===== config.mk =====
export PLATFORM = sky130hd
export DESIGN_NAME = load_store_unit_flat
export DESIGN_NICKNAME = d
export VERILOG_FILES = /design/src/rtl/load_store_unit_pkg.sv /design/src/rtl/load_store_unit_if.sv /design/src/rtl/load_store_unit_align.sv /design/src/rtl/load_store_unit.sv /design/src/flat_wrapper.sv
export SDC_FILE = /design/constraint.sdc
export NUM_CORES = 1
export LEC_CHECK = 0
export ABC_AREA = 1
export CAP_MARGIN = 15
export CORE_MARGIN = 1
export CORE_UTILIZATION = 33
export CTS_CLUSTER_DIAMETER = 150
export CTS_CLUSTER_SIZE = 30
export DETAILED_ROUTE_END_ITERATION = 7
export REMOVE_ABC_BUFFERS = 1
export SLEW_MARGIN = 20
export SYNTH_ARGS = -nofsm -noshare
export SYNTH_HDL_FRONTEND = slang
export SYNTH_SLANG_ARGS = --single-unit

===== constraint.sdc =====
create_clock -name clk -period 4.9 [get_ports clk]
set_input_delay 0.49 -clock clk [delete_from_list [all_inputs] [get_ports clk]]
set_output_delay 0.49 -clock clk [all_outputs]
set_load 0.01 [all_outputs]

===== src/rtl/load_store_unit_pkg.sv =====
// lsu_pkg: funct3 encodings, FSM states and error codes shared by the load/store unit.
package lsu_pkg;
  localparam logic [2:0] F3_B  = 3'b000;
  localparam logic [2:0] F3_H  = 3'b001;
  localparam logic [2:0] F3_W  = 3'b010;
  localparam logic [2:0] F3_BU = 3'b100;
  localparam logic [2:0] F3_HU = 3'b101;
  localparam logic [1:0] ERR_NONE     = 2'b00;
  localparam logic [1:0] ERR_MISALIGN = 2'b01;
  localparam logic [1:0] ERR_ILLEGAL  = 2'b10;
  localparam logic [1:0] ERR_TIMEOUT  = 2'b11;
  typedef enum logic [1:0] {IDLE, BUS, RESP} state_t;
endpackage


===== src/rtl/load_store_unit_if.sv =====
// load_store_unit_if: word-addressed data memory bus with req/ack handshake.
interface load_store_unit_if;
  logic        mem_req;
  logic        mem_we;
  logic [31:0] mem_addr;
  logic [3:0]  mem_wstrb;
  logic [31:0] mem_wdata;
  logic        mem_ack;
  logic [31:0] mem_rdata;
  modport master(output mem_req, mem_we, mem_addr, mem_wstrb, mem_wdata, input mem_ack, mem_rdata);
  modport slave(input mem_req, mem_we, mem_addr, mem_wstrb, mem_wdata, output mem_ack, mem_rdata);
endinterface


===== src/rtl/load_store_unit_align.sv =====
// lsu_align: store strobes/lane replication, access checks, load extraction and extension.
module lsu_align
  import lsu_pkg::*;
(
  input  logic        write,
  input  logic [2:0]  funct3,
  input  logic [1:0]  addr_lo,
  input  logic [31:0] wdata,
  input  logic [31:0] rdata,
  output logic        illegal,
  output logic        misalign,
  output logic [3:0]  wstrb,
  output logic [31:0] lane,
  output logic [31:0] ext
);
  logic [31:0] shifted;
  logic [15:0] half;
  logic        sgn;
  always_comb begin
    illegal  = write ? (funct3 > F3_W) : (funct3 == 3'b011 || funct3[2:1] == 2'b11);
    misalign = funct3[1:0] == 2'b01 ? addr_lo[0] : funct3[1:0] == 2'b10 ? |addr_lo : 1'b0;
    wstrb    = !write ? 4'b0000 :
               funct3[1:0] == 2'b00 ? 4'b0001 << addr_lo :
               funct3[1:0] == 2'b01 ? 4'b0011 << {addr_lo[1], 1'b0} : 4'b1111;
    lane     = funct3[1:0] == 2'b00 ? {4{wdata[7:0]}} :
               funct3[1:0] == 2'b01 ? {2{wdata[15:0]}} : wdata;
    shifted  = rdata >> {addr_lo, 3'b000};
    half     = addr_lo[1] ? rdata[31:16] : rdata[15:0];
    sgn      = !funct3[2];
    ext      = funct3[1:0] == 2'b00 ? {{24{sgn & shifted[7]}}, shifted[7:0]} :
               funct3[1:0] == 2'b01 ? {{16{sgn & half[15]}}, half} : rdata;
  end
endmodule


===== src/rtl/load_store_unit.sv =====
// load_store_unit: RV32I load/store FSM with capture registers and bus timeout.
module load_store_unit
  import lsu_pkg::*;
#(
  parameter int TIMEOUT_CYCLES = 255
) (
  input  logic        clk,
  input  logic        reset,
  input  logic        req_valid,
  output logic        req_ready,
  input  logic        req_write,
  input  logic [2:0]  funct3,
  input  logic [31:0] addr,
  input  logic [31:0] wdata,
  output logic        stall,
  output logic        resp_valid,
  output logic [31:0] resp_rdata,
  output logic        resp_err,
  output logic [1:0]  resp_err_code,
  load_store_unit_if.master mem
);
  state_t      state_q, state_d;
  logic        write_q, write_d, we_q, we_d, err_q, err_d;
  logic [2:0]  funct3_q, funct3_d;
  logic [31:0] addr_q, addr_d, wdata_q, wdata_d, rdata_q, rdata_d;
  logic [3:0]  wstrb_q, wstrb_d;
  logic [1:0]  code_q, code_d;
  logic [15:0] cnt_q, cnt_d;
  logic        idle, illegal, misalign;
  logic [3:0]  strb;
  logic [31:0] lane, ext;
  assign idle = state_q == IDLE;
  // In IDLE the aligner checks the incoming request; afterwards it sees the captured one.
  lsu_align u_align (
    .write(idle ? req_write : write_q),
    .funct3(idle ? funct3 : funct3_q),
    .addr_lo(idle ? addr[1:0] : addr_q[1:0]),
    .wdata(wdata),
    .rdata(mem.mem_rdata),
    .illegal(illegal),
    .misalign(misalign),
    .wstrb(strb),
    .lane(lane),
    .ext(ext)
  );
  always_comb begin
    state_d  = state_q;
    write_d  = write_q;
    funct3_d = funct3_q;
    addr_d   = addr_q;
    we_d     = we_q;
    wstrb_d  = wstrb_q;
    wdata_d  = wdata_q;
    rdata_d  = rdata_q;
    err_d    = err_q;
    code_d   = code_q;
    cnt_d    = cnt_q;
    case (state_q)
      IDLE: if (req_valid) begin
        write_d  = req_write;
        funct3_d = funct3;
        addr_d   = addr;
        rdata_d  = '0;
        err_d    = illegal | misalign;
        code_d   = illegal ? ERR_ILLEGAL : misalign ? ERR_MISALIGN : ERR_NONE;
        state_d  = err_d ? RESP : BUS;
        we_d     = req_write & !err_d;
        wstrb_d  = err_d ? 4'b0000 : strb;
        wdata_d  = lane;
        cnt_d    = '0;
      end
      BUS: if (mem.mem_ack) begin
        state_d = RESP;
        rdata_d = write_q ? '0 : ext;
      end else if (cnt_q == 16'(TIMEOUT_CYCLES - 1)) begin
        state_d = RESP;
        err_d   = 1'b1;
        code_d  = ERR_TIMEOUT;
        rdata_d = '0;
      end else cnt_d = cnt_q + 16'd1;
      default: state_d = IDLE;
    endcase
  end
  always_ff @(posedge clk) begin
    if (reset) begin
      state_q  <= IDLE;
      write_q  <= 1'b0;
      funct3_q <= '0;
      addr_q   <= '0;
      we_q     <= 1'b0;
      wstrb_q  <= '0;
      wdata_q  <= '0;
      rdata_q  <= '0;
      err_q    <= 1'b0;
      code_q   <= ERR_NONE;
      cnt_q    <= '0;
    end else begin
      state_q  <= state_d;
      write_q  <= write_d;
      funct3_q <= funct3_d;
      addr_q   <= addr_d;
      we_q     <= we_d;
      wstrb_q  <= wstrb_d;
      wdata_q  <= wdata_d;
      rdata_q  <= rdata_d;
      err_q    <= err_d;
      code_q   <= code_d;
      cnt_q    <= cnt_d;
    end
  end
  assign req_ready     = idle;
  assign stall         = !idle;
  assign resp_valid    = state_q == RESP;
  assign resp_rdata    = rdata_q;
  assign resp_err      = err_q;
  assign resp_err_code = code_q;
  assign mem.mem_req   = state_q == BUS;
  assign mem.mem_we    = we_q;
  assign mem.mem_addr  = {addr_q[31:2], 2'b00};
  assign mem.mem_wstrb = wstrb_q;
  assign mem.mem_wdata = wdata_q;
endmodule


===== src/flat_wrapper.sv =====
// flat-port wrapper written by rule: the top's interface ports become plain ports
module load_store_unit_flat import lsu_pkg::*;
#(
  parameter int TIMEOUT_CYCLES = 255
)
  (clk, reset, req_valid, req_ready, req_write, funct3, addr, wdata, stall, resp_valid, resp_rdata, resp_err, resp_err_code, mem_mem_req, mem_mem_we, mem_mem_addr, mem_mem_wstrb, mem_mem_wdata, mem_mem_ack, mem_mem_rdata);
  load_store_unit_if mem_i ();
  input  logic clk;
  input  logic reset;
  input  logic req_valid;
  output logic req_ready;
  input  logic req_write;
  input  logic [2:0] funct3;
  input  logic [31:0] addr;
  input  logic [31:0] wdata;
  output logic stall;
  output logic resp_valid;
  output logic [31:0] resp_rdata;
  output logic resp_err;
  output logic [1:0] resp_err_code;
  output wire logic [$bits(mem_i.mem_req)-1:0] mem_mem_req;
  output wire logic [$bits(mem_i.mem_we)-1:0] mem_mem_we;
  output wire logic [$bits(mem_i.mem_addr)-1:0] mem_mem_addr;
  output wire logic [$bits(mem_i.mem_wstrb)-1:0] mem_mem_wstrb;
  output wire logic [$bits(mem_i.mem_wdata)-1:0] mem_mem_wdata;
  input wire logic [$bits(mem_i.mem_ack)-1:0] mem_mem_ack;
  input wire logic [$bits(mem_i.mem_rdata)-1:0] mem_mem_rdata;
  assign mem_mem_req = mem_i.mem_req;
  assign mem_mem_we = mem_i.mem_we;
  assign mem_mem_addr = mem_i.mem_addr;
  assign mem_mem_wstrb = mem_i.mem_wstrb;
  assign mem_mem_wdata = mem_i.mem_wdata;
  assign mem_i.mem_ack = mem_mem_ack;
  assign mem_i.mem_rdata = mem_mem_rdata;
  load_store_unit #(.TIMEOUT_CYCLES(TIMEOUT_CYCLES)) u_core (.clk(clk), .reset(reset), .req_valid(req_valid), .req_ready(req_ready), .req_write(req_write), .funct3(funct3), .addr(addr), .wdata(wdata), .stall(stall), .resp_valid(resp_valid), .resp_rdata(resp_rdata), .resp_err(resp_err), .resp_err_code(resp_err_code), .mem(mem_i));
endmodule

==> results of run 1 <==
==> cell usage in the layout, fill, tap and decap left out, types with 6 or more instances in the layout <==
| master | n |
|---|---|
| nand4_1 | 14 |
| a21oi_1 | 76 |
| inv_1 | 88 |
| a31oi_1 | 8 |
| inv_6 | 6 |
| nand2_1 | 287 |
| clkbuf_16 | 17 |
| a211oi_1 | 9 |
| nor3_1 | 7 |
| nand3_1 | 55 |
| dfxtp_1 | 126 |
| nor2_1 | 126 |
| o221ai_1 | 8 |
| clkdlybuf4s50_1 | 208 |
| o21ai_0 | 87 |
==> power by group through the flow <==
stage	Sequential (mW)	Combinational, mW	Clock [mW]
2_1_floorplan	1.46	1.53	0
3_3_place_gp	1.38	2.68	0
3_5_place_dp	1.38	2.70	0
4_1_cts	1.36	2.70	1.32
5_1_grt	1.39	3.00	1.37
6_report	1.37	2.69	1.30
==> cell type report <==
cell class                 instances  area share
multi-input combinational        714      0.3546
sequential                       126      0.2745
timing repair buffer             214      0.2312
clock buffer                      17     0.04630
inverter                          93     0.03826
tap                              265     0.03608
clock inverter                    15     0.01906
==> sequential cells by signal (all words and copies together), names as in the netlist <==
signal / count
u_core.mem.mem_we: 1
u_core.addr_q: 32
u_core.write_q: 1
u_core.resp_err: 1
u_core.funct3_q: 3
u_core.resp_err_code: 2
u_core.mem.mem_wstrb: 4
u_core.resp_rdata: 32
u_core.cnt_q: 16
u_core.state_q: 2
u_core.mem.mem_wdata: 32
==> per-stage QoR <==
stage | cell area (um2) | hold slack, ns | std cells
5_1_grt | 9189 | 0.4722 | 1444
2_1_floorplan | 6122 | 0.4434 | 933
3_3_place_gp | 8588 | 0.4475 | 1412
6_report | 9189 | 0.4618 | 1444
4_1_cts | 9189 | 0.4654 | 1444
3_5_place_dp | 8588 | 0.4561 | 1412
==> logic make-up (layout without fill, tap and decap cells) <==
kind of cell | after synthesis | count (layout) | synth area share
buf+inv | 180 | 339 | 0.1343
fa+ha+maj | 2 | 2 | 0.003756
flops | 126 | 126 | 0.3787
xor+xnor | 1 | 1 | 0.001315
compound gates | 197 | 197 | 0.1604
other cells | 1 | 2 | 0.0005629
simple gates | 512 | 512 | 0.3210
==> worst min path at each step <==
stage                                                     from                                    to  slack, ns
after CTS                       u_core.addr_q[27]$_SDFFE_PP0P_        u_core.addr_q[27]$_SDFFE_PP0P_       0.47
after floorplan                   u_core.cnt_q[4]$_SDFFE_PP0P_          u_core.cnt_q[4]$_SDFFE_PP0P_       0.44
after global routing      u_core.mem.mem_wdata[3]$_SDFFE_PP0P_  u_core.mem.mem_wdata[3]$_SDFFE_PP0P_       0.47
final                     u_core.mem.mem_wdata[3]$_SDFFE_PP0P_  u_core.mem.mem_wdata[3]$_SDFFE_PP0P_       0.46
after detailed placement  u_core.mem.mem_wdata[7]$_SDFFE_PP0P_  u_core.mem.mem_wdata[7]$_SDFFE_PP0P_       0.46
after global placement    u_core.mem.mem_wdata[5]$_SDFFE_PP0P_  u_core.mem.mem_wdata[5]$_SDFFE_PP0P_       0.45
==> layer usage <==
metal | share of wire | global-route usage | wire length, um
met3 | 0.052 | 0.04901 | 1114
met1 | 0.45 | 0.2634 | 9559
met2 | 0.49 | 0.3557 | 10420
met5 | 0 | 0 | 0
met4 | 0.014 | 0.05655 | 305
==> critical path, stage by stage (launching register included) <==
cell	delay, ns
dfxtp_1	0.37
nor2_2	0.49
nand2_2	0.12
nand2_4	0.33
inv_2	0.29
nor2_4	0.57
inv_2	0.32
nand2_1	0.14
nand3_1	0.08
a21oi_1	0.14
==> results.json, run 1 <==
{
  "status": "completed",
  "fp.dieW_um": 144.1,
  "preCtsSetupSlack_ns": 1.820,
  "fin_ws_ns": 1.948,
  "p_seq_frac": 0.255,
  "fin_nets": 1272,
  "min_path_cells": 2,
  "syn_area_mm2": 0.006661,
  "power_mw": 5.353,
  "hpwl_mm": 14.66,
  "post_cts_resized": 0,
  "place_congestion": 0.8593,
  "synth_top_area_cell": "dfxtp_1",
  "grt_max_degree": 88,
  "nFillCells": 2050,
  "drive_above_1_share": 0.05428,
  "antenna_found_initial": 0,
  "synth_area_leaders": "dfxtp_1 (38%), nand2_1 (16%), nor2_1 (7.2%), o21ai_0 (6.5%), a21oi_1 (5.7%)",
  "setup_viol": 0,
  "r2r_cells": 9,
  "crit_fanout": 27,
  "first_iter_violations": 485,
  "ioPinCount": 212,
  "post-route-min-period_ns": 2.952,
  "relSlewSlack": 0.2684,
  "cts_max_path_buffers": 2,
  "worst_setup_path_end_kind": "flip-flop",
  "post-route-util": 0.4675,
  "via_per_inst": 4.780,
  "start_util": 0.3389,
  "row_count": 51,
  "cts_hold_buf": 0,
  "h-tree-depth": 4,
  "path_class": "flip-flop to flip-flop",
  "route.detailed.drc": 0,
  "synth.distinct_cells": 36,
  "gr-total-overflow": 0,
  "power_switching_mw": 2.403,
  "clockPowerShare": 0.243,
  "die_y_um": 144.1,
  "rr_startpoint": "u_core.state_q[1]$_SDFFE_PP0P_",
  "grt_pass1_vias": 6202,
  "path_clk_slew_ns": 0.06,
  "crit_path_end": "u_core.resp_rdata[2]$_SDFFE_PP0P_",
  "synth_top_cell_area_share": 0.3787,
  "p_sw_frac": 0.4490,
  "p_leak_nw": 3.862,
  "finalSetupTns_ns": 0,
  "pwr-share-comb": 0.502,
  "die_area_mm2": 0.02076,
  "r2r_end": "u_core.resp_rdata[2]$_SDFFE_PP0P_",
  "coreArea_mm2": 0.01965,
  "antenna_left": 0,
  "port_buffers": 209,
  "ys_seq_area_frac": 0.3787,
  "cp.arrival_ns": 3.30,
  "ff2ff_setup_slack_ns": 1.95,
  "worst_pin_slew_ns": 1.096,
  "clock.fmax_mhz": 338.7,
  "synth_edf_count": 0,
  "clk_latency_ns": 0.42,
  "syn_inst": 1019,
  "areaGrowthSynthToFinish_pct": 37.94,
  "n_antenna_cell": 0,
  "synth_common_cells": "nand2_1 (287), nor2_1 (128), dfxtp_1 (126)",
  "maxCapViolations": 0,
  "asyncSetResetFlopFracSynth": 0,
  "hold_class": "flip-flop to flip-flop",
  "ys_ff_latch": 126,
  "p_int_mw": 2.950,
  "skew_ns": 0.009389,
  "synth.avg_cell_area_um2": 6.537,
  "cts_tree": "yes",
  "slew_viol_final": 0,
  "post-route-period-util": 0.6025,
  "cts_buffers": 17,
  "grt_use_total": 0.2094,
  "finalHoldViolCount": 0,
  "rsz0062_at_grt": "false",
  "grt_pass1_wl_mm": 33.34,
  "vias": 6902,
  "startpoint": "u_core.state_q[1]$_SDFFE_PP0P_",
  "yosys_warnings": 0,
  "post-cts-setup-buffers": 0,
  "power_density_mw_per_mm2": 582.5,
  "regArea_mm2": 0.002522,
  "cts-root-buf": "clkbuf_16",
  "cp-start-kind": "flip-flop",
  "ir_worst_vdd_mv": 0.2801,
  "required_ns": 5.25,
  "drt_pass1_iterations": 5,
  "wl_mm": 21.40,
  "routedWlPerCell_um": 14.82,
  "yosysMostFrequentCell": "nand2_1",
  "cts.sinks": 126,
  "multi_input_area_mm2": 0.003258,
  "synth_flop_cell": "dfxtp_1"
}
Power figures use the tool's default switching activity.
==> run 2: changes to the inputs <==
==> constraint.sdc (replaced) <==
create_clock -name clk -period 2.7 [get_ports clk]
set_input_delay 0.27 -clock clk [delete_from_list [all_inputs] [get_ports clk]]
set_output_delay 0.27 -clock clk [all_outputs]
set_load 0.01 [all_outputs]
==> results.json, run 2 (synthesized netlist as in run 1, its figures left out) <==
{
  "power_density_mw_per_mm2": 1056,
  "startpoint": "u_core.state_q[1]$_SDFFE_PP0P_",
  "die_area_mm2": 0.02076,
  "r2r_cells": 9,
  "cp.arrival_ns": 1.92,
  "skew_ns": 0.01208,
  "post-cts-setup-buffers": 0,
  "crit_buf_inv": 2,
  "max_stage_delay_ns": 0.54,
  "path_delay_family": "buffers and inverters",
  "post-route-util": 0.4706,
  "rr_startpoint": "u_core.state_q[1]$_SDFFE_PP0P_",
  "start_util": 0.3389,
  "h-tree-depth": 4,
  "n_antenna_cell": 0,
  "p_leak_nw": 3.885,
  "finalSetupTns_ns": 0,
  "port_buffers": 209,
  "final_cell_mix": "nand2_1 (287), clkdlybuf4s50_1 (208), nor2_1 (126), dfxtp_1 (126), inv_1 (88)",
  "post_cts_resized": 0,
  "fp.dieW_um": 144.1,
  "post-route-period-util": 0.8100,
  "cp-start-kind": "flip-flop",
  "relSlewSlack": 0.3088,
  "cts_hold_buf": 0,
  "rsz0062_at_grt": "false",
  "worstPathCellList": "nor2_2 > buf_4 > clkdlybuf4s50_1",
  "grt_use_total": 0.2138,
  "cts-root-buf": "clkbuf_16",
  "grt_max_degree": 55,
  "vias": 6903,
  "first_iter_violations": 457,
  "drive_above_1_share": 0.06140,
  "post-route-min-period_ns": 2.187,
  "ioPinCount": 212,
  "grt_pass1_wl_mm": 34.09,
  "status": "completed",
  "gr-total-overflow": 0,
  "cts.sinks": 126,
  "hold_ws_ns": 0.3677,
  "grt_pass1_vias": 6397,
  "antenna_left": 0,
  "die_y_um": 144.1,
  "ff2ff_setup_slack_ns": 0.55,
  "routedWlPerCell_um": 14.80,
  "cts_tree": "yes",
  "crit_path_end": "req_ready",
  "maxCapViolations": 0,
  "layout_commonest_cell": "nand2_1",
  "setup_viol": 0,
  "clk_latency_ns": 0.43,
  "coreArea_mm2": 0.01965,
  "hpwl_mm": 15.09,
  "crit_slowest_cell": "clkdlybuf4s50_1",
  "antenna_found_initial": 0,
  "cts_max_path_buffers": 2,
  "place_congestion": 0.8888,
  "worst_setup_path_end_kind": "primary output",
  "path_class": "flip-flop to primary output",
  "drt_pass1_iterations": 5,
  "crit_fanout": 8,
  "finalHoldViolCount": 0,
  "ir_worst_vdd_mv": 0.6021,
  "worst_pin_slew_ns": 1.036,
  "clock.fmax_mhz": 457.2,
  "hold_class": "input port to flip-flop",
  "via_per_inst": 4.748,
  "areaGrowthSynthToFinish_pct": 38.84,
  "wl_mm": 21.52,
  "r2r_end": "u_core.mem.mem_wdata[9]$_SDFFE_PP0P_",
  "fin_nets": 1282,
  "path_clk_slew_ns": 0.06,
  "slew_viol_final": 0,
  "cts_buffers": 17,
  "required_ns": 2.43,
  "crit_cells": 3,
  "route.detailed.drc": 0,
  "min_path_cells": 4,
  "row_count": 51
}
## run 2: how the worst min path moves through the flow
stage,from,end,slack [ns]
after floorplan,reset,u_core.addr_q[27]$_SDFFE_PP0P_,0.34
after global routing,reset,u_core.cnt_q[0]$_SDFFE_PP0P_,0.39
after CTS,reset,u_core.resp_err_code[1]$_SDFFE_PP0P_,0.34
after global placement,u_core.mem.mem_wdata[7]$_SDFFE_PP0P_,u_core.mem.mem_wdata[7]$_SDFFE_PP0P_,0.45
after detailed placement,u_core.mem.mem_wdata[7]$_SDFFE_PP0P_,u_core.mem.mem_wdata[7]$_SDFFE_PP0P_,0.45
final,reset,u_core.resp_err_code[1]$_SDFFE_PP0P_,0.37
## run 2: layer usage
| layer | vias to the layer above | global-route usage | share of wire |
|---|---|---|---|
| met5 | - | 0 | 0 |
| met3 | 28 | 0.04470 | 0.048 |
| met1 | 3141 | 0.2672 | 0.45 |
| met2 | 183 | 0.3572 | 0.48 |
| li1 | 3551 | - | - |
| met4 | 0 | 0.08455 | 0.022 |
## run 2: area by class of cell
| type | count | area [um2] |
|---|---|---|
| Fill cell | 2050 | 10410 |
| Clock buffer | 19 | 442.9 |
| Clock inverter | 13 | 130.1 |
| Sequential cell | 126 | 2522 |
| Timing Repair Buffer | 224 | 2212 |
| Multi-Input combinational cell | 714 | 3258 |
| Inverter | 93 | 351.6 |
| Tap cell | 265 | 331.6 |
## run 2: worst min-delay path, delay by kind of cell
kind          cells  cell delay [ns]
buf+inv           2             0.30
simple gates      2             0.17
## run 2: power breakdown
group / switching (mW) / internal [mW]
Combinational: 3.23 / 1.82
Sequential: 0.220 / 2.26
Clock: 0.932 / 1.31
Total: 4.39 / 5.38
## run 2: metrics by stage
stage / area (um2) / setup WS [ns] / cells / total power, mW
after floorplan: 6122 / -2.322 / 933 / 5.430
after global placement: 8676 / 0.5070 / 1422 / 7.558
after detailed placement: 8676 / 0.4969 / 1422 / 7.575
after CTS: 9249 / 0.5038 / 1454 / 9.860
after global routing: 9249 / 0.2946 / 1454 / 10.55
final: 9249 / 0.5130 / 1454 / 9.770
==> run 3: changes to the inputs <==
==> constraint.sdc (replaced) <==
create_clock -name clk -period 2.2 [get_ports clk]
set_input_delay 0.22 -clock clk [delete_from_list [all_inputs] [get_ports clk]]
set_output_delay 0.22 -clock clk [all_outputs]
set_load 0.01 [all_outputs]
==> results.json, run 3 (synthesized netlist as in run 1, its figures left out) <==
{
  "status": "completed",
  "path_class": "flip-flop to primary output",
  "row_count": 51,
  "power_density_mw_per_mm2": 1333,
  "highest_layer": "met4",
  "startpoint": "u_core.state_q[1]$_SDFFE_PP0P_",
  "cp-start-kind": "flip-flop",
  "cts.sinks": 126,
  "vias": 6947,
  "fin_nets": 1289,
  "p_leak_nw": 3.973,
  "holdCritStartpoint": "reset",
  "dp.cells": 1429,
  "clock.fmax_mhz": 497.4,
  "routedWlPerCell_um": 14.79,
  "place_congestion": 0.9118,
  "antenna_left": 0,
  "cts_buffers": 17,
  "gr-total-overflow": 0,
  "post_cts_resized": 0,
  "r2r_end": "u_core.mem.mem_wdata[29]$_SDFFE_PP0P_",
  "first_iter_violations": 518,
  "post-route-min-period_ns": 2.010,
  "nFillCells": 2068,
  "grt_pass1_wl_mm": 33.80,
  "maxCapViolations": 0,
  "cp.arrival_ns": 1.79,
  "wl_mm": 21.60,
  "layout_commonest_cell": "nand2_1",
  "r2r_cells": 8,
  "start_util": 0.3389,
  "met1_length_mm": 9.711,
  "crit_fanout": 6,
  "antenna_found_initial": 0,
  "preCtsSetupSlack_ns": 0.1720,
  "cts-root-buf": "clkbuf_16",
  "clk_latency_ns": 0.42,
  "port_buffers": 209,
  "coreArea_mm2": 0.01965,
  "worst_setup_path_end_kind": "primary output",
  "fin_cells": 1461,
  "regArea_mm2": 0.002522,
  "worst_pin_slew_ns": 0.5092,
  "ir_worst_vdd_mv": 0.7137,
  "h-tree-depth": 4,
  "multi_input_area_mm2": 0.003258,
  "skew_ns": 0.009760,
  "drt_pass1_iterations": 5,
  "drive_above_1_share": 0.06611,
  "dpl-instance-area_mm2": 0.008791,
  "finalSetupTns_ns": 0,
  "die_area_mm2": 0.02076,
  "setup_viol": 0,
  "cts_max_path_buffers": 2,
  "fin_area_mm2": 0.009425,
  "cts_tree": "yes",
  "via_per_inst": 4.755,
  "grt_pass1_vias": 6389,
  "fp.dieW_um": 144.1,
  "final_cell_mix": "nand2_1 (287), clkdlybuf4s50_1 (208), nor2_1 (126), dfxtp_1 (126), inv_1 (88)",
  "finalHoldViolCount": 0,
  "die_y_um": 144.1,
  "cts_hold_buf": 0,
  "post-cts-setup-buffers": 0,
  "post-route-util": 0.4796,
  "fin_ws_ns": 0.1895,
  "slew_viol_final": 0,
  "wl_met3_mm": 1.078,
  "path_clk_slew_ns": 0.06,
  "relSlewSlack": 0.6605,
  "hpwl_mm": 15.22,
  "power_mw": 12.56,
  "ff2ff_setup_slack_ns": 0.23,
  "grt_max_degree": 59,
  "required_ns": 1.98,
  "ioPinCount": 212,
  "route.detailed.drc": 0,
  "crit_path_end": "req_ready",
  "rsz0062_at_grt": "false",
  "wl_met2_mm": 10.51,
  "rr_startpoint": "u_core.state_q[1]$_SDFFE_PP0P_",
  "hold_ws_ns": 0.1998,
  "post-route-period-util": 0.9139,
  "grt_use_total": 0.2128,
  "hold_class": "input port to flip-flop",
  "areaGrowthSynthToFinish_pct": 41.49
}
[run 3: worst min-delay path by stage]
stage | slack, ns | end | cells after the start
after floorplan | 0.29 | u_core.addr_q[27]$_SDFFE_PP0P_ | 1
after global placement | 0.45 | u_core.mem.mem_wdata[6]$_SDFFE_PP0P_ | 2
after detailed placement | 0.45 | u_core.mem.mem_wdata[2]$_SDFFE_PP0P_ | 2
after CTS | 0.20 | u_core.mem.mem_wdata[0]$_SDFFE_PP0P_ | 3
after global routing | 0.21 | u_core.mem.mem_wdata[5]$_SDFFE_PP0P_ | 3
final | 0.20 | u_core.mem.mem_wdata[4]$_SDFFE_PP0P_ | 3
[run 3: critical path: stages, from the launching register on]
cell and delay, ns:
dfxtp_1 0.37, nor2_2 0.26, buf_4 0.20, clkdlybuf4s50_1 0.54
[run 3: area by class of cell]
cell class / instances / area share
flip-flops and latches: 126 / 0.2676
repair buffers: 231 / 0.2469
clock buffers: 21 / 0.04991
inverters: 93 / 0.03730
well taps: 265 / 0.03518
clock inverters: 10 / 0.01712
diodes: 1 / 0.0002655
multi-input cells: 714 / 0.3457
[run 3: power by group]
part	internal [mW]	switching, mW	leakage, nW
clock network	1.98	1.07	0.301
logic	2.47	4.01	2.64
registers	2.77	0.268	1.03
[run 3: metal layers]
| metal | track usage | vias to the layer above |
|---|---|---|
| met5 | 0 | - |
| met2 | 0.3577 | 178 |
| met3 | 0.04603 | 19 |
| li1 | - | 3565 |
| met1 | 0.2704 | 3185 |
| met4 | 0.06551 | 0 |
